--- config.mk ---
export PLATFORM = sky130hd
export DESIGN_NAME = bullet_hit_judge
export DESIGN_NICKNAME = d
export VERILOG_FILES = /design/src/rtl/tank_pkg.sv /design/src/rtl/tick_edge_det.sv /design/src/rtl/bullet_hit_judge.sv
export SDC_FILE = /design/constraint.sdc
export NUM_CORES = 1
export LEC_CHECK = 0
export ABC_AREA = 1
export ABC_CLOCK_PERIOD_IN_PS = 2600
export CORE_UTILIZATION = 35
export DETAILED_ROUTE_END_ITERATION = 10
export GPL_TIMING_DRIVEN = 0
export MAX_ROUTING_LAYER = met4
export PLACE_DENSITY_LB_ADDON = 0.2
export SYNTH_ARGS = -nofsm -noshare
export SYNTH_HDL_FRONTEND = slang
export SYNTH_SLANG_ARGS = --single-unit
--- constraint.sdc ---
create_clock -name clk -period 2.6 [get_ports clk]
set_input_delay 0.26 -clock clk [delete_from_list [all_inputs] [get_ports clk]]
set_output_delay 0.26 -clock clk [all_outputs]
set_load 0.01 [all_outputs]
--- src/rtl/tank_pkg.sv ---
// rtl/tank_pkg.sv - shared playfield geometry and encodings for the tank game blocks
package tank_pkg;

  localparam int GRID_X = 24;
  localparam int GRID_Y = 12;
  localparam int POS_W  = 5;
  localparam logic [POS_W-1:0] POS_PARKED = 5'b11111;

  typedef enum logic [1:0] {
    DIR_UP    = 2'b00,
    DIR_DOWN  = 2'b01,
    DIR_LEFT  = 2'b10,
    DIR_RIGHT = 2'b11
  } dir_t;

  typedef enum logic [1:0] {
    JUDGE_IDLE   = 2'b00,
    JUDGE_SCAN   = 2'b01,
    JUDGE_REPORT = 2'b10
  } judge_state_t;

endpackage

--- src/rtl/tick_edge_det.sv ---
// rtl/tick_edge_det.sv - rising-edge detector for a slow tick level sampled on clk
module tick_edge_det (
  input  logic clk,
  input  logic rst,
  input  logic level,
  input  logic enable,
  output logic rise
);

  logic level_d;

  always_ff @(posedge clk) begin
    if (rst) level_d <= 1'b0;
    else     level_d <= level;
  end

  // The delayed copy keeps tracking while disabled, so re-enabling never fakes an edge.
  assign rise = level & ~level_d & enable;

endmodule

--- src/rtl/bullet_hit_judge.sv ---
// rtl/bullet_hit_judge.sv - per-tick bullet vs enemy collision scan, kill mask and score
module bullet_hit_judge
  import tank_pkg::*;
#(
  parameter int N_ENEMY     = 4,
  parameter int SCORE_W     = 8,
  parameter int GRID_X      = tank_pkg::GRID_X,
  parameter int GRID_Y      = tank_pkg::GRID_Y,
  parameter int CLR_TIMEOUT = 16
) (
  input  logic                       clk,
  input  logic                       rst,
  input  logic                       enable,
  input  logic                       clk_8Hz,
  input  logic                       bul_state,
  input  logic [POS_W-1:0]           bul_x,
  input  logic [POS_W-1:0]           bul_y,
  input  logic [POS_W*N_ENEMY-1:0]   enemy_xpos,
  input  logic [POS_W*N_ENEMY-1:0]   enemy_ypos,
  input  logic                       respawn,
  output logic [N_ENEMY-1:0]         enemy_alive,
  output logic                       hit_pulse,
  output logic [2:0]                 hit_idx,
  output logic                       bul_clear,
  output logic [SCORE_W-1:0]         score,
  output logic                       all_clear
);

  localparam int CNT_W = $clog2(CLR_TIMEOUT + 1);
  localparam logic [CNT_W-1:0] CLR_LAST = CNT_W'(CLR_TIMEOUT - 1);
  localparam logic [2:0]       LAST_IDX = 3'(N_ENEMY - 1);
  localparam logic [POS_W-1:0] X_LIM    = POS_W'(GRID_X);
  localparam logic [POS_W-1:0] Y_LIM    = POS_W'(GRID_Y);

  judge_state_t state, state_next;

  logic             tick_rise;
  logic             start_scan;
  logic             do_scan;
  logic             do_report;
  logic [2:0]       idx;
  logic             snap_state;
  logic [POS_W-1:0] snap_x;
  logic [POS_W-1:0] snap_y;
  logic             matched;
  logic [2:0]       match_idx;
  logic [CNT_W-1:0] clr_cnt;
  logic [POS_W-1:0] cur_x;
  logic [POS_W-1:0] cur_y;
  logic             cur_alive;
  logic             cand;
  logic [N_ENEMY-1:0] kill_mask;

  tick_edge_det u_tick (
    .clk    (clk),
    .rst    (rst),
    .level  (clk_8Hz),
    .enable (enable),
    .rise   (tick_rise)
  );

  always_ff @(posedge clk) begin
    if (rst) state <= JUDGE_IDLE;
    else     state <= state_next;
  end

  always_comb begin
    state_next = state;
    start_scan = 1'b0;
    case (state)
      JUDGE_IDLE: begin
        if (tick_rise && !bul_clear) begin
          state_next = JUDGE_SCAN;
          start_scan = 1'b1;
        end
      end
      JUDGE_SCAN:   if (idx == LAST_IDX) state_next = JUDGE_REPORT;
      JUDGE_REPORT: state_next = JUDGE_IDLE;
      default:      state_next = JUDGE_IDLE;
    endcase
    // Respawn and a paused game both abandon any scan in progress.
    if (respawn || !enable) begin
      state_next = JUDGE_IDLE;
      start_scan = 1'b0;
    end
  end

  assign do_scan   = (state == JUDGE_SCAN) && enable && !respawn;
  assign do_report = (state == JUDGE_REPORT) && enable && !respawn && matched;

  // Index mux written as a loop so idx never selects past the packed buses.
  always_comb begin
    cur_x     = '0;
    cur_y     = '0;
    cur_alive = 1'b0;
    kill_mask = '0;
    for (int i = 0; i < N_ENEMY; i++) begin
      if (idx == 3'(i)) begin
        cur_x     = enemy_xpos[POS_W*i +: POS_W];
        cur_y     = enemy_ypos[POS_W*i +: POS_W];
        cur_alive = enemy_alive[i];
      end
      kill_mask[i] = (match_idx == 3'(i));
    end
  end

  assign cand = snap_state && (snap_x < X_LIM) && (snap_y < Y_LIM) && cur_alive &&
                (cur_x == snap_x) && (cur_y == snap_y);

  always_ff @(posedge clk) begin
    if (rst) begin
      idx         <= '0;
      snap_state  <= 1'b0;
      snap_x      <= '0;
      snap_y      <= '0;
      matched     <= 1'b0;
      match_idx   <= '0;
      enemy_alive <= '1;
      hit_pulse   <= 1'b0;
      hit_idx     <= '0;
      bul_clear   <= 1'b0;
      clr_cnt     <= '0;
      score       <= '0;
      all_clear   <= 1'b0;
    end else begin
      hit_pulse <= 1'b0;
      all_clear <= (enemy_alive == '0);

      if (start_scan) begin
        snap_state <= bul_state;
        snap_x     <= bul_x;
        snap_y     <= bul_y;
        matched    <= 1'b0;
        idx        <= '0;
      end else if (do_scan) begin
        // First (lowest) match wins; later overlaps are ignored.
        if (cand && !matched) begin
          matched   <= 1'b1;
          match_idx <= idx;
        end
        idx <= idx + 3'd1;
      end

      if (respawn) enemy_alive <= '1;
      else if (do_report) enemy_alive <= enemy_alive & ~kill_mask;

      if (do_report) begin
        if (score != '1) score <= score + 1'b1;
        hit_idx   <= match_idx;
        hit_pulse <= 1'b1;
        bul_clear <= 1'b1;
        clr_cnt   <= '0;
      end else if (bul_clear && enable) begin
        if (!bul_state || clr_cnt == CLR_LAST) begin
          bul_clear <= 1'b0;
          clr_cnt   <= '0;
        end else begin
          clr_cnt <= clr_cnt + 1'b1;
        end
      end
    end
  end

endmodule

Yosys cells after proc, flatten, opt, wreduce, memory -nomap -nowiden

Cells that the tools add are included.

Register bits after elaboration: 44
Input port bits: 56
Output and inout bits: 18

Add/sub/neg operators: 3
$lt $le $gt $ge: 2
Eq/ne operators: 14
Muxes and demuxes: 23
Bitwise operators: 6
Reductions and logical operators: 35

Operator list:

| kind                  | count |
|---|---|
| $mux W5               | 9 |
| $logic_and A1 B1 Y1   | 13 |
| $eq A3 B2 Y1 const B  | 4 |
| $mux W1               | 11 |
| $eq A5 B5 Y1          | 2 |
| $add A8 B1 Y8 const B | 1 |
| $ne A8 B8 Y1 const B  | 1 |
| $reduce_and A2 Y1     | 4 |
| $reduce_or A2 Y1      | 4 |
| $eq A3 B1 Y1 const B  | 2 |
| $logic_not A3 Y1      | 2 |
| $add A5 B1 Y5 const B | 1 |
| $eq A5 B4 Y1 const B  | 1 |
| $logic_not A1 Y1      | 5 |
| $lt A5 B4 Y1 const B  | 1 |
| $lt A5 B5 Y1 const B  | 1 |
| $and A4 B4 Y4         | 1 |
| $logic_not A4 Y1      | 1 |
| $mux W2               | 2 |
| $not A4 Y4            | 1 |
| $pmux W2 S2           | 1 |
| $reduce_bool A2 Y1    | 2 |
| $add A3 B1 Y3 const B | 1 |
| $reduce_and A3 Y1     | 1 |
| other kinds (8)       | 11 |

Logic depth before layout (Yosys ltp)

Gate-level depths: netlist (run 1).

Word-level depth: 10
Mapped depth: 17
Mapped depth without buffers: 17

Modules after synthesis

Synthesis (run 1) repeated with hierarchy kept, for this count alone.

Cell total of the unflattened synthesis: 402
Area total of the unflattened synthesis: 2504.9 um^2

By module, submodules not included:

| module           | times used | cells an instance | area an instance (um^2) | seq. area each (um^2) |
|---|---|---|---|---|
| bullet_hit_judge | 1          | 397               | 2467.4                  | 860.8 |
| tick_edge_det    | 1          | 5                 | 37.5                    | 20.0 |

Least setup slack after synthesis (run 1)

OpenSTA, ideal clock, no wires.

Path kind: register to register
From: reg idx[2]
To: reg match_idx[0]
Setup time: 0.115 ns
Arrival time: 1.825 ns
Data required time: 2.485 ns
Slack: 0.660 ns
Stages on the path, launching flop included: 17
Period minus slack after synthesis: 1.940 ns
Cells stage by stage: dfxtp_1 > inv_2 > buf_6 > ha_1 > inv_1 > buf_2 > o21ai_1 > inv_1 > nand2_1 > nand3_1 > nand2_1 > nor2_1 > nand2_1 > nor2_4 > nand3_1 > nand2_1 > nor2_1

Word-level cells in the longest chain between the ends: 10

Ends and longest elaborated chain:

| what                                                       | line                                             | RTL |
|---|---|---|
| start: declaration                                         | bullet_hit_judge.sv:41                           | `logic [2:0] idx;` |
| start signal: assignment                                   | bullet_hit_judge.sv:141                          | `idx <= idx + 3'd1;` |
| $logic_not A3 Y1                                           | bullet_hit_judge.sv:98                           | `if (idx == 3'(i)) begin` |
| $mux W5 / $mux W1 (equally long branches) (4 in series)    | bullet_hit_judge.sv:98                           |  |
| $eq A5 B5 Y1 / $logic_and A1 B1 Y1 (equally long branches) | bullet_hit_judge.sv:108, bullet_hit_judge.sv:107 |  |
| $logic_and A1 B1 Y1                                        | bullet_hit_judge.sv:107                          | `assign cand = snap_state && (snap_x < X_LIM) && (snap_y < Y_LIM) && cur_alive &&` |
| $logic_and A1 B1 Y1 (*)                                    | bullet_hit_judge.sv:108                          | `(cur_x == snap_x) && (cur_y == snap_y);` |
| $logic_and A1 B1 Y1 (*)                                    | bullet_hit_judge.sv:137                          | `if (cand && !matched) begin` |
| $reduce_and A3 Y1 (no line) (*)                            | n/a                                              |  |
| end signal: assignment                                     | bullet_hit_judge.sv:139                          | `match_idx <= idx;` |
| end: declaration                                           | bullet_hit_judge.sv:46                           | `logic [2:0] match_idx;` |

Every way passes the cells marked *; elsewhere a longest branch is shown, timed or not.
A chain may end at the register's enable or synchronous reset.

Worst setup path in the final report (run 1)

From: reg idx[2]
To: reg match_idx[2]

Word-level cells in the longest chain between the ends: 10

Ends and longest elaborated chain:

| what                                                       | line |
|---|---|
| $logic_not A3 Y1                                           | bullet_hit_judge.sv:98 |
| $mux W5 / $mux W1 (equally long branches) (4 in series)    | bullet_hit_judge.sv:98 |
| $eq A5 B5 Y1 / $logic_and A1 B1 Y1 (equally long branches) | bullet_hit_judge.sv:108, bullet_hit_judge.sv:107 |
| $logic_and A1 B1 Y1                                        | bullet_hit_judge.sv:107 |
| $logic_and A1 B1 Y1                                        | bullet_hit_judge.sv:108 |
| $logic_and A1 B1 Y1                                        | bullet_hit_judge.sv:137 |
| $reduce_and A3 Y1 (no line)                                | n/a |

Several ways; a longest one is shown, not always the timed one.

==> results of run 1 <==
[cell usage in the layout, fill, tap and decap left out, types with 3 or more instances in the layout]
master,n
a21oi_1,26
buf_6,3
clkbuf_1,5
clkbuf_8,7
clkdlybuf4s50_1,73
dfxtp_1,44
ha_1,8
inv_1,51
inv_2,6
nand2_1,113
nand2_2,4
nand3_1,31
nand4_1,3
nor2_1,36
nor3_1,5
o21ai_0,21
o21ai_1,9
xor2_1,3
[worst max-delay path by stage]
stage,start,end,slack (ns),cells past startpoint
2_1_floorplan,idx[2]$_SDFFE_PP0P_,match_idx[0]$_SDFFE_PP0P_,0.66,16
3_3_place_gp,idx[2]$_SDFFE_PP0P_,match_idx[0]$_SDFFE_PP0P_,0.27,16
3_5_place_dp,idx[2]$_SDFFE_PP0P_,match_idx[2]$_SDFFE_PP0P_,0.28,16
4_1_cts,idx[2]$_SDFFE_PP0P_,match_idx[2]$_SDFFE_PP0P_,0.26,16
5_1_grt,idx[2]$_SDFFE_PP0P_,match_idx[0]$_SDFFE_PP0P_,0.05,16
6_report,idx[2]$_SDFFE_PP0P_,match_idx[2]$_SDFFE_PP0P_,0.27,16
[routing by layer]
layer / up-vias / track usage, % / share of wire [%]
met5: - / - / 0
met4: 0 / 6.26 / 1.6
met3: 12 / 3.58 / 6.0
met2: 74 / 31.7 / 43
met1: 1156 / 24.7 / 50
li1: 1414 / - / -
[Yosys cell counts, types with 4 or more instances]
library cell    n
a21oi_1        26
clkbuf_1        5
dfxtp_1        44
ha_1            8
inv_1          51
inv_2           6
nand2_1       113
nand2_2         4
nand3_1        31
nor2_1         36
nor3_1          5
o21ai_0        21
o21ai_1         9
[sequential cells by signal (all words and copies together) (netlist names), 2 cells and up]
name	flops
clr_cnt	5
enemy_alive	4
score	8
hit_idx	3
match_idx	3
snap_y	5
snap_x	5
state	2
idx	3
[critical path: stages (launching register included)]
cell	delay, ns
dfxtp_1	0.40
inv_2	0.09
buf_6	0.15
ha_1	0.21
inv_1	0.18
buf_2	0.25
o21ai_1	0.09
inv_1	0.05
nand2_1	0.07
nand3_1	0.08
nand2_1	0.05
nor2_1	0.10
nand2_1	0.10
nor2_4	0.18
nand3_1	0.10
nand2_1	0.07
nor2_1	0.04
[layout make-up]
class / instances / share of cell area [%]
Multi-Input combinational cell: 283 / 39.4
Inverter: 58 / 6.14
Clock inverter: 1 / 0.847
Timing Repair Buffer: 73 / 20.6
Clock buffer: 7 / 2.72
Buffer: 10 / 2.05
Tap cell: 96 / 3.39
Sequential cell: 44 / 24.8
[cell families after synthesis]
logic type,after synthesis,share of synthesized area (%)
simple gates,207,35.8
flops,44,34.3
fa+ha+maj,8,3.89
compound gates,65,13.7
xor+xnor,3,1.02
buf+inv,68,11.3
[through the flow]
stage	utilization, %	area (um2)	hold slack [ns]	setup WS (ns)
3_5_place_dp	49.3	3420	0.440	0.281
2_1_floorplan	-	2570	0.356	0.660
3_3_place_gp	49.3	3420	0.446	0.271
5_1_grt	51.1	3550	0.487	0.0487
6_report	51.1	3550	0.459	0.274
4_1_cts	51.1	3550	0.463	0.263
[power by group]
part | switching (W) | internal [W] | total, W | leakage (nW)
registers | 0.00000341 | 0.000679 | 0.000683 | 0.355
clock network | 0.000237 | 0.000339 | 0.000576 | 0.0645
logic | 0.0000687 | 0.0000977 | 0.000166 | 1.04
==> metrics.md, run 1 <==
| Metric | Value |
|---|---|
| Hpwl dp | 5220 um |
| PnR Total Power | 0.00142 W |
| Mapped Area | 2570 um2 |
| Post-synth EDFFs | 0 |
| Total track usage | 19.6% |
| Sequential element share of the synthesized area | 34.3% |
| Fmax | 0.430 GHz |
| Worst Skew | 0.00912 ns |
| Filler Cells Inserted | 712 |
| Post-route ant nets | 0 |
| Tmin final | 2.33 ns |
| Crit path kind | flop to flop |
| CTS tree | yes |
| Post-synth cell types | 36 |
| R2r setup slk | 0.27 ns |
| Reg2Reg Launch Point | idx[2]$_SDFFE_PP0P_ |
| Footprint of the multi-input gates | 1400 um2 |
| Max cap viols | 0 |
| Vias in the first global route | 2510 |
| Worst Max-Slew Pin Slew | 0.499 ns |
| Tightest Hold Check Type | flop to flop |
| TritonCTS Sinks | 44 |
| Maximum vdd drop | 0.000193 V |
| CP required | 2.79 ns |
| CP Max Fanout | 10 |
| Hold path depth | 2 |
| Clock root cell | clkbuf_8 |
| Critical path arrival | 2.52 ns |
| Width of the die | 87.7 um |
| H-tree levels | 2 |
| Slew Limit Headroom | 66.7% |
| Power per cell area | 402 nW/um2 |
| Largest net degree at the start of global routing | 14 |
| Area leader, netlist | dfxtp_1 |
| Area occupied by registers | 881 um2 |
| Top post-synthesis cells by area | dfxtp_1, nand2_1, inv_1, nand3_1, nor2_1 |
| Initial DRC Count | 101 |
| I/O pin total | 74 |
| Initial Utilization | 37.0% |
| Outcome | finished clean |
| Fin. max-slew vios | 0 |
| Lkg Pwr | 1.46 nW |
| Cts bufs inserted | 5 |
| Grt ovf | 0 |
| Unrepaired setup endpoints after global routing | false |
| Layout cells sized above 1 | 7.35% |
| I/O Buffers | 73 |
| Die outline height | 87.7 um |
| Die area | 7690 um2 |
| Fin. Hold Viols | 0 |
| Final WL | 6920 um |
| Worst r2r path cells | 16 |
| Layout Nets | 539 |
| Via density | 4.64 |
| Critical Path Start Type | flop |
| Total nets after synthesis | 459 |
| Cell Count Post-Placement | 564 |
| Post_cts resized | 0 |
| #FFs+latches synth | 44 |
| Final setup fails | 0 |
| Core Area | 6940 um2 |
| YS warnings | 0 |
| Max Buffers Root-to-Sink | 2 |
| Post-CTS Setup Bufs | 0 |
| Hold-fix buffers at CTS | 0 |
| Hold path endpoint | hit_idx[2]$_SDFFE_PP0P_ |
| Routed len/inst | 12.1 um |
| Crit end category | flop |
| Hold path startpoint | hit_idx[2]$_SDFFE_PP0P_ |
| DRT Pass-1 Iters | 4 |
| RR Endpoint | match_idx[2]$_SDFFE_PP0P_ |
| Global-route wire length before repair | 11200 um |
| FP Rows | 30 |
| ANT cells | 0 |
| Final period utilization | 89.5% |
| Area grow syn2layout | 38.0% |
| Post-synth top area share | 34.3% |
| Worst-path clk slew | 0.08 ns |
| Clock Latency Late Sink | 0.30 ns |
| Via count | 2656 |
| Non-filler cells, final | 572 |
| Ys flop type | dfxtp_1 |
| Sum Neg Setup Slack | 0 ns |
| Synth Instances | 395 |
| Gpl congestion | 0.821 |
| DRC | 0 |
| Avg Synthesized Cell Area | 6.51 um2 |
| Initial antenna violation count | 0 |
| Asr flop ratio synth | 0% |
Power figures use the tool's default switching activity.
==> run 2, diff against run 1 <==
Settings changed: ABC_CLOCK_PERIOD_IN_PS 2600 to 2750.
Clock period 2.6 ns to 2.75 ns, I/O delays scaled along.
==> results of run 2 <==
The final DEF is identical to that of run 1. Status: finished clean.
Main changes from that run: setup slack after placement 0.281 ns -> 0.431 ns; setup slack after layout 0.274 ns -> 0.424 ns; register-to-register setup slack 0.27 ns -> 0.42 ns; total power 0.00142 W -> 0.00135 W; worst IR drop on VDD 0.000193 V -> 0.000182 V
==> run 3, diff against run 2 <==
Settings changed: ABC_CLOCK_PERIOD_IN_PS 2750 to 2040.
Clock period 2.75 ns to 2.04 ns, I/O delays scaled along.
==> metrics.md, run 3 (synthesis results as in run 1) <==
| Metric | Value |
|---|---|
| Worst Skew | 0.0134 ns |
| RR Endpoint | match_idx[0]$_SDFFE_PP0P_ |
| Cts bufs inserted | 5 |
| Fin. max-slew vios | 0 |
| Area grow syn2layout | 49.8% |
| CP Max Fanout | 7 |
| Fmax | 0.503 GHz |
| Initial DRC Count | 101 |
| Met2 global-route usage | 32.3% |
| Most Crowded Layer GR | met2 |
| Filler Cells Inserted | 670 |
| CTS tree | yes |
| Area occupied by registers | 892 um2 |
| Critical path arrival | 2.18 ns |
| Layout cells sized above 1 | 16.2% |
| H-tree levels | 2 |
| Tightest Hold Check Type | flop to flop |
| M1 GR Usage | 24.7% |
| Footprint of the multi-input gates | 1550 um2 |
| Clock root cell | clkbuf_8 |
| Total track usage | 19.8% |
| I/O pin total | 74 |
| Most frequent cells in the layout | nand2_1, clkdlybuf4s50_1, inv_1 |
| Width of the die | 87.7 um |
| Hpwl dp | 5220 um |
| Final WL | 7320 um |
| Slew Limit Headroom | 65.9% |
| Worst Max-Slew Pin Slew | 0.511 ns |
| Final setup fails | 0 |
| DRC | 0 |
| Maximum vdd drop | 0.000245 V |
| Routed len/inst | 12.5 um |
| Lkg Pwr | 1.56 nW |
| Global-route wire length before repair | 11300 um |
| Die area | 7690 um2 |
| Layout Nets | 550 |
| Worst-path clk slew | 0.09 ns |
| FP Rows | 30 |
| Gpl congestion | 0.821 |
| Final period utilization | 97.4% |
| Grt ovf | 0 |
| Via count | 2759 |
| Outcome | finished clean |
| ANT cells | 0 |
| Initial Utilization | 37.0% |
| CP required | 2.23 ns |
| Initial antenna violation count | 0 |
| Highest-delay cell along the critical path | dfxtp_4 |
| Max cap viols | 0 |
| Min Hold Slack | 0.459 ns |
| Crit path launch | idx[1]$_SDFFE_PP0P_ |
| R2r setup slk | 0.05 ns |
| Max Buffers Root-to-Sink | 2 |
| Via density | 4.73 |
| Crit path kind | flop to flop |
| Core Area | 6940 um2 |
| Crit end category | flop |
| Top reg by flops | score |
| Cell Count Post-Placement | 564 |
| Critical Path Start Type | flop |
| TritonCTS Sinks | 44 |
| End of the critical path | match_idx[0]$_SDFFE_PP0P_ |
| Power per cell area | 473 nW/um2 |
| Clock Latency Late Sink | 0.30 ns |
| Critical path cell sequence | inv_4 -> ha_4 -> buf_8 -> nor2_1 -> nand2_1 -> nand3_2 -> nand2_2 -> nand3_1 -> nand2_1 -> nor2_1 -> nand2_1 -> nor2_4 -> nand3_2 -> nand2_2 -> nor2_1 |
| Unrepaired setup endpoints after global routing | true |
| Post-route ant nets | 0 |
| Non-filler cells, final | 583 |
| Max reg flops | 8 |
| Fin. Hold Viols | 0 |
| Tmin final | 1.99 ns |
| Critical Path Max Stage Delay | 0.40 ns |
| Worst r2r path cells | 15 |
| Die outline height | 87.7 um |
| I/O Buffers | 73 |
| Vias in the first global route | 2542 |
| Reg2Reg Launch Point | idx[1]$_SDFFE_PP0P_ |
| Met3 track demand over resource | 3.58% |
| DRT Pass-1 Iters | 4 |
| Hold-fix buffers at CTS | 0 |
| Largest net degree at the start of global routing | 14 |
| Most common cell after layout, fill and taps aside | nand2_1 |
| PnR Total Power | 0.00182 W |
| Sum Neg Setup Slack | 0 ns |
run 3: cell types whose count changed in the layout (fill, tap and decap cells not counted), sizes merged:
cell    previous run  this run
inv               57        58
clkinv             1         0
clkbuf            12        13
buf                5        15
run 3: where the power goes:
| part | switching (W) | total [W] | internal [W] | leakage (nW) |
|---|---|---|---|---|
| combinational | 0.0000912 | 0.000219 | 0.000128 | 1.14 |
| clock | 0.000303 | 0.000735 | 0.000432 | 0.0645 |
| sequential | 0.00000472 | 0.000867 | 0.000862 | 0.358 |
| total | 0.000399 | 0.00182 | 0.00142 | 1.56 |
run 3: metrics by stage:
stage,utilization [%],worst slack [ns],instance area [um2]
after floorplan,-,0.0999,2570
final,55.4,0.0532,3850
after global placement,49.3,-0.289,3420
after global routing,55.4,-0.106,3850
after detailed placement,49.3,-0.279,3420
after CTS,52.0,0.00531,3610
run 3: cell type report:
class	instances	share of cell area (%)
timing repair buffer	84	22.0
inverter	58	5.98
sequential	44	23.2
buffer	10	2.18
tap	96	3.12
clock buffer	7	2.50
multi-input combinational	283	40.2
clock inverter	1	0.780
run 3: repair_timing:
action | in CTS | in global routing
gates cloned | 0 | 2
resized for setup | 13 | 41
hold endpoints to repair | 0 | 0
pin swaps | 1 | 20
setup endpoints to repair | 4 | 4
buffers inserted | 5 | 4
run 3: worst min path at each step:
stage,cells past startpoint,slack (ns),endpoint,start
final,2,0.46,hit_idx[2]$_SDFFE_PP0P_,hit_idx[2]$_SDFFE_PP0P_
after global routing,3,0.46,u_tick.level_d$_SDFF_PP0_,clk_8Hz
after CTS,2,0.46,hit_idx[2]$_SDFFE_PP0P_,hit_idx[2]$_SDFFE_PP0P_
after detailed placement,2,0.44,hit_idx[2]$_SDFFE_PP0P_,hit_idx[2]$_SDFFE_PP0P_
after global placement,2,0.45,hit_idx[2]$_SDFFE_PP0P_,hit_idx[2]$_SDFFE_PP0P_
after floorplan,1,0.30,hit_pulse$_SDFF_PP0_,rst
run 3: worst max-delay path, delay by kind of cell, from the launching register on:
family / cells / cell delay (ns)
adder cells (fa/ha/maj): 1 / 0.20
AND/OR/NAND/NOR: 12 / 1.06
buffers and inverters: 2 / 0.20
flip-flops: 1 / 0.40
run 3: layer usage:
metal	wire, um	vias up
met5	0	-
met2	3340	80
met4	92	0
li1	-	1437
met3	465	10
met1	3420	1232
==> RTL edit 1: new RTL, config.mk and constraints of run 1 <==
Re-encode `judge_state_t` (3 states) as one-hot, 3 bits wide.
--- a/src/rtl/tank_pkg.sv
+++ b/src/rtl/tank_pkg.sv
@@ -13,10 +13,10 @@
     DIR_RIGHT = 2'b11
   } dir_t;
 
-  typedef enum logic [1:0] {
-    JUDGE_IDLE   = 2'b00,
-    JUDGE_SCAN   = 2'b01,
-    JUDGE_REPORT = 2'b10
+  typedef enum logic [2:0] {
+    JUDGE_IDLE   = 3'b001,
+    JUDGE_SCAN   = 3'b010,
+    JUDGE_REPORT = 3'b100
   } judge_state_t;
 
 endpackage
Check against the original RTL: no difference found for any inputs over 10 cycles, from zero or initial values and one cycle with rst high; not proved beyond that.
==> RTL edit 1 against run 1 <==
- die area is 1.6% higher
- routed wire length shrank 5.4%
- power down 1.1%
- sequential cell count increased by 1
- area after synthesis rose by 1.6%
- largest cell class unchanged
- via count rose by 1.4%
- count of clock-buffer cells in the layout down 1
- worst setup slack better by 0.067 ns
- cell area grew 0.46%
- combinational power up 8%
==> RTL edit 1: results (changes against run 1) <==
Sw Ratio -> 0.2252 (was 0.2166)
Crit-path max cell delay -> 0.46 ns (was 0.40 ns)
Fill cells -> 784 (was 712)
Global Route Usage Sum -> 0.1832 (was 0.1962)
Fin Hold WS -> 0.3983 ns (was 0.4590 ns)
Status -> complete, no violations (unchanged)
Leakage -> 1.524 nW (was 1.463 nW)
Worst clock skew -> 0.01216 ns (was 0.009125 ns)
Metal2 WL -> 2984 um (was 2943 um)
Post-synthesis register bit count -> 45 (was 44)
Row count -> 31 (was 30)
CP Data Arrival Time -> 2.46 ns (was 2.52 ns)
Multi-input gates -> 279 (was 283)
HP Start -> rst (was hit_idx[2])
CP top delay family -> buffers and inverters (was simple AND/OR/NAND/NOR gates)
XOR/XNOR Fraction of Synth Area -> 0.006708 (was 0.01022)
Vias post-DR -> 2694 (was 2656)
Final-layout clock-cell area share -> 0.03125 (was 0.03563)
Layout clock buffers -> 6 (was 7)
R2r endpoint -> match_idx[0] (was match_idx[2])
Buffering overhead -> 0.2205 (was 0.2265)
Multi-input combinational area share -> 0.3880 (was 0.3944)
Top area cells in the synthesized netlist -> dfxtp_1 34%, nand2_1 16%, inv_1 8.6% (was dfxtp_1 34%, nand2_1 17%, inv_1 7.4%)
Total power -> 0.001409 W (was 0.001425 W)
Post-place instance area -> 3456 um^2 (was 3421 um^2)
Vias in the first global route -> 2540 (was 2510)
Clock Power -> 0.000521 W (was 0.000576 W)
RTL edit 1: changes by cell type after synthesis, sizes merged, moves of 2 or more:
cell	run 1	this run
buf	5	8
clkinv	1	3
nand2	118	113
nor2	40	34
o21ai	30	33
or2	3	5
clkbuf	5	3
a21oi	27	24
nor4	3	5
inv	57	66
nand3	33	40
RTL edit 1: worst max path at each step:
stage / depth (start not counted) / to / slack (ns) / start
floorplan: 16 / match_idx[0] / 0.59 / idx[2]
global placement: 16 / match_idx[0] / 0.08 / idx[2]
detailed placement: 16 / match_idx[0] / 0.09 / idx[2]
CTS: 16 / match_idx[0] / 0.08 / idx[2]
global route: 15 / match_idx[0] / 0.02 / idx[2]
finish: 15 / match_idx[0] / 0.34 / idx[2]
RTL edit 1: timing repair:
action | 4_1_cts | 5_1_grt
buffers inserted | 0 | 0
hold endpoints to repair | 0 | 0
hold buffers | 0 | 0
setup endpoints to repair | 0 | 16
==> RTL edit 2: new RTL, config.mk and constraints of run 1 <==
Made on the original files. Set the parameter `N_ENEMY` to 3 (it was 4).
--- a/src/rtl/bullet_hit_judge.sv
+++ b/src/rtl/bullet_hit_judge.sv
@@ -2,7 +2,7 @@
 module bullet_hit_judge
   import tank_pkg::*;
 #(
-  parameter int N_ENEMY     = 4,
+  parameter int N_ENEMY     = 3,
   parameter int SCORE_W     = 8,
   parameter int GRID_X      = tank_pkg::GRID_X,
   parameter int GRID_Y      = tank_pkg::GRID_Y,
Interface: changed (resized enemy_alive, enemy_xpos and enemy_ypos); port bits go from 74 to 63. The function was not compared with the original's and may differ.
==> RTL edit 2 against run 1 <==
- combinational power shrank 9%
- worst setup slack gained 0.24 ns
- area after synthesis shrank 11%
- routed wire length shrank 18%
- clock skew grew 0.0011 ns
- sequential power shrank 1%
- global-route usage shrank 2.1 points
- power shrank 3.4%
- cell area shrank 12%
- sequential cell count shrank 1
- non-clock buffer count shrank 14
- core utilization shrank 1.8 points
- critical path type unchanged
- critical endpoint unchanged
- highest routed layer unchanged
==> RTL edit 2: results (changes against run 1) <==
Fill cells -> 657 (was 712)
VDD IR-drop max -> 0.3047 mV (was 0.1926 mV)
Final net count -> 465 (was 539)
Placed cell count -> 482 (was 564)
CP Data Arrival Time -> 2.28 ns (was 2.52 ns)
Worst clock skew -> 0.01020 ns (was 0.009125 ns)
Syn Nets -> 396 (was 459)
Sequential area share after synthesis -> 0.3755 (was 0.3427)
Vias per inst -> 4.665 (was 4.643)
1st-iter DRT viols -> 116 (was 101)
1st-pass router iterations -> 4 (unchanged)
Number of port buffers -> 62 (was 73)
Vias in the first global route -> 2165 (was 2510)
Largest register by flop count -> score (unchanged)
Syn Area/Cell -> 6.683 um^2 (was 6.506 um^2)
Leakage -> 1.294 nW (was 1.463 nW)
Antenna fix cells -> 0 (unchanged)
Clock Pin Slew Worst Setup and Hold Paths -> 0.09 ns
Worst-Margin Slew -> 0.4937 ns (was 0.4990 ns)
Largest register FFs -> 8 (unchanged)
Final wirelength -> 5675 um (was 6919 um)
Top area cells in the synthesized netlist -> dfxtp_1 38%, nand2_1 13%, nor2_1 8.2% (was dfxtp_1 34%, nand2_1 17%, inv_1 7.4%)
First-pass GRT wire length -> 9687 um (was 11240 um)
Largest net degree at the start of global routing -> 15 (was 14)
Hold WC Path Type -> reg2reg (unchanged)
Routability congestion estimate -> 0.8031 (was 0.8212)
Leading post-synthesis cells by instance count -> 80 x nand2_1, 50 x nor2_1, 43 x dfxtp_1, 41 x inv_1, 32 x nand3_1 (was 113 x nand2_1, 51 x inv_1, 44 x dfxtp_1, 36 x nor2_1, 31 x nand3_1)
Setup bufs post-CTS -> 0 (unchanged)
Clock latency on the worst-skew pair -> 0.30 ns (about the same)
Status -> complete, no violations (unchanged)
Layout cell share with drive strength beyond 1 -> 0.06295 (was 0.07353)
Crit-path max cell delay -> 0.35 ns (was 0.40 ns)
Max FO, Critical Path -> 10 (unchanged)
Post-synthesis async set-or-reset flop share -> 0 (unchanged)
Global Route Usage Sum -> 0.1747 (was 0.1962)
Post-synth top flop -> dfxtp_1 (unchanged)
Yosys warnings -> 0 (unchanged)
# H-tree levels -> 2 (unchanged)
HPWL Detailed -> 4436 um (was 5221 um)
Vias post-DR -> 2286 (was 2656)
Synth unique cells -> 34 (was 36)
CTS buffer count -> 5 (unchanged)
==> RTL edit 2: cell count changes after synthesis, sizes merged, moves of 4 or more <==
cell / run 1 / this run
nor2: 40 / 54
nand2: 118 / 82
o21ai: 30 / 24
nand3b: 0 / 4
or2: 3 / 9
a21oi: 27 / 18
inv: 57 / 43
==> RTL edit 2: metal layers <==
layer	GRT usage	up-vias	routed length [um]
met5	-	-	0
met2	0.2839	46	2526
li1	-	1237	-
met4	0.05016	0	67
met1	0.2161	997	2802
met3	0.04175	6	280
==> RTL edit 2: path summary, 6_finish.rpt <==
check | end | slack [ns] | startpoint | cells past startpoint
setup / recovery | match_idx[2] | 0.51 | idx[0] | 15
hold / removal | hit_idx[1] | 0.47 | hit_idx[1] | 2
setup reg to reg | match_idx[2] | 0.51 | idx[0] | 15
hold reg to reg | hit_idx[1] | 0.47 | hit_idx[1] | 2
==> RTL edit 2: cell type report <==
type / count / share of cell area
multi-input cells: 250 / 0.3921
flip-flops and latches: 43 / 0.2750
repair buffers: 62 / 0.1982
inverters: 43 / 0.05236
well taps: 77 / 0.03078
clock buffers: 6 / 0.02638
plain buffers: 7 / 0.01279
clock inverters: 2 / 0.01239
==> RTL edit 2: stage by stage <==
stage,instance area [um^2],power [W],hold WS [ns],worst slack (ns)
3_5_place_dp,3009,0.0008402,0.4497,0.3727
6_report,3131,0.001376,0.4653,0.5140
2_1_floorplan,2292,0.0007522,0.3820,0.8572
4_1_cts,3131,0.001390,0.4723,0.5260
3_3_place_gp,3009,0.0008390,0.4472,0.3879
5_1_grt,3131,0.001433,0.4989,0.2713
==> RTL edit 2: cell families (layout without fill, tap and decap cells) <==
| group | Yosys count | in the layout | synth area share |
|---|---|---|---|
| adder cells (fa/ha/maj) | 7 | 7 | 0.03821 |
| XOR/XNOR | 2 | 2 | 0.007643 |
| flip-flops | 43 | 43 | 0.3755 |
| buffers and inverters | 50 | 120 | 0.08898 |
| AO/OA/AOI/OAI | 49 | 49 | 0.1163 |
| AND/OR/NAND/NOR | 192 | 192 | 0.3734 |
==> RTL edit 2: worst register-to-register path, delay by kind of cell (launching register included) <==
kind / cells / cell delay [ns]
adder cells (fa/ha/maj): 1 / 0.20
buffers and inverters: 3 / 0.23
flip-flops: 1 / 0.35
AND/OR/NAND/NOR: 11 / 1.21
==> RTL edit 2: where the power goes <==
part	internal (W)	total, W	switching (W)
Sequential	0.000667	0.000674	0.00000657
Clock	0.000316	0.000551	0.000235
Combinational	0.0000865	0.000151	0.0000649
Total	0.00107	0.00138	0.000306
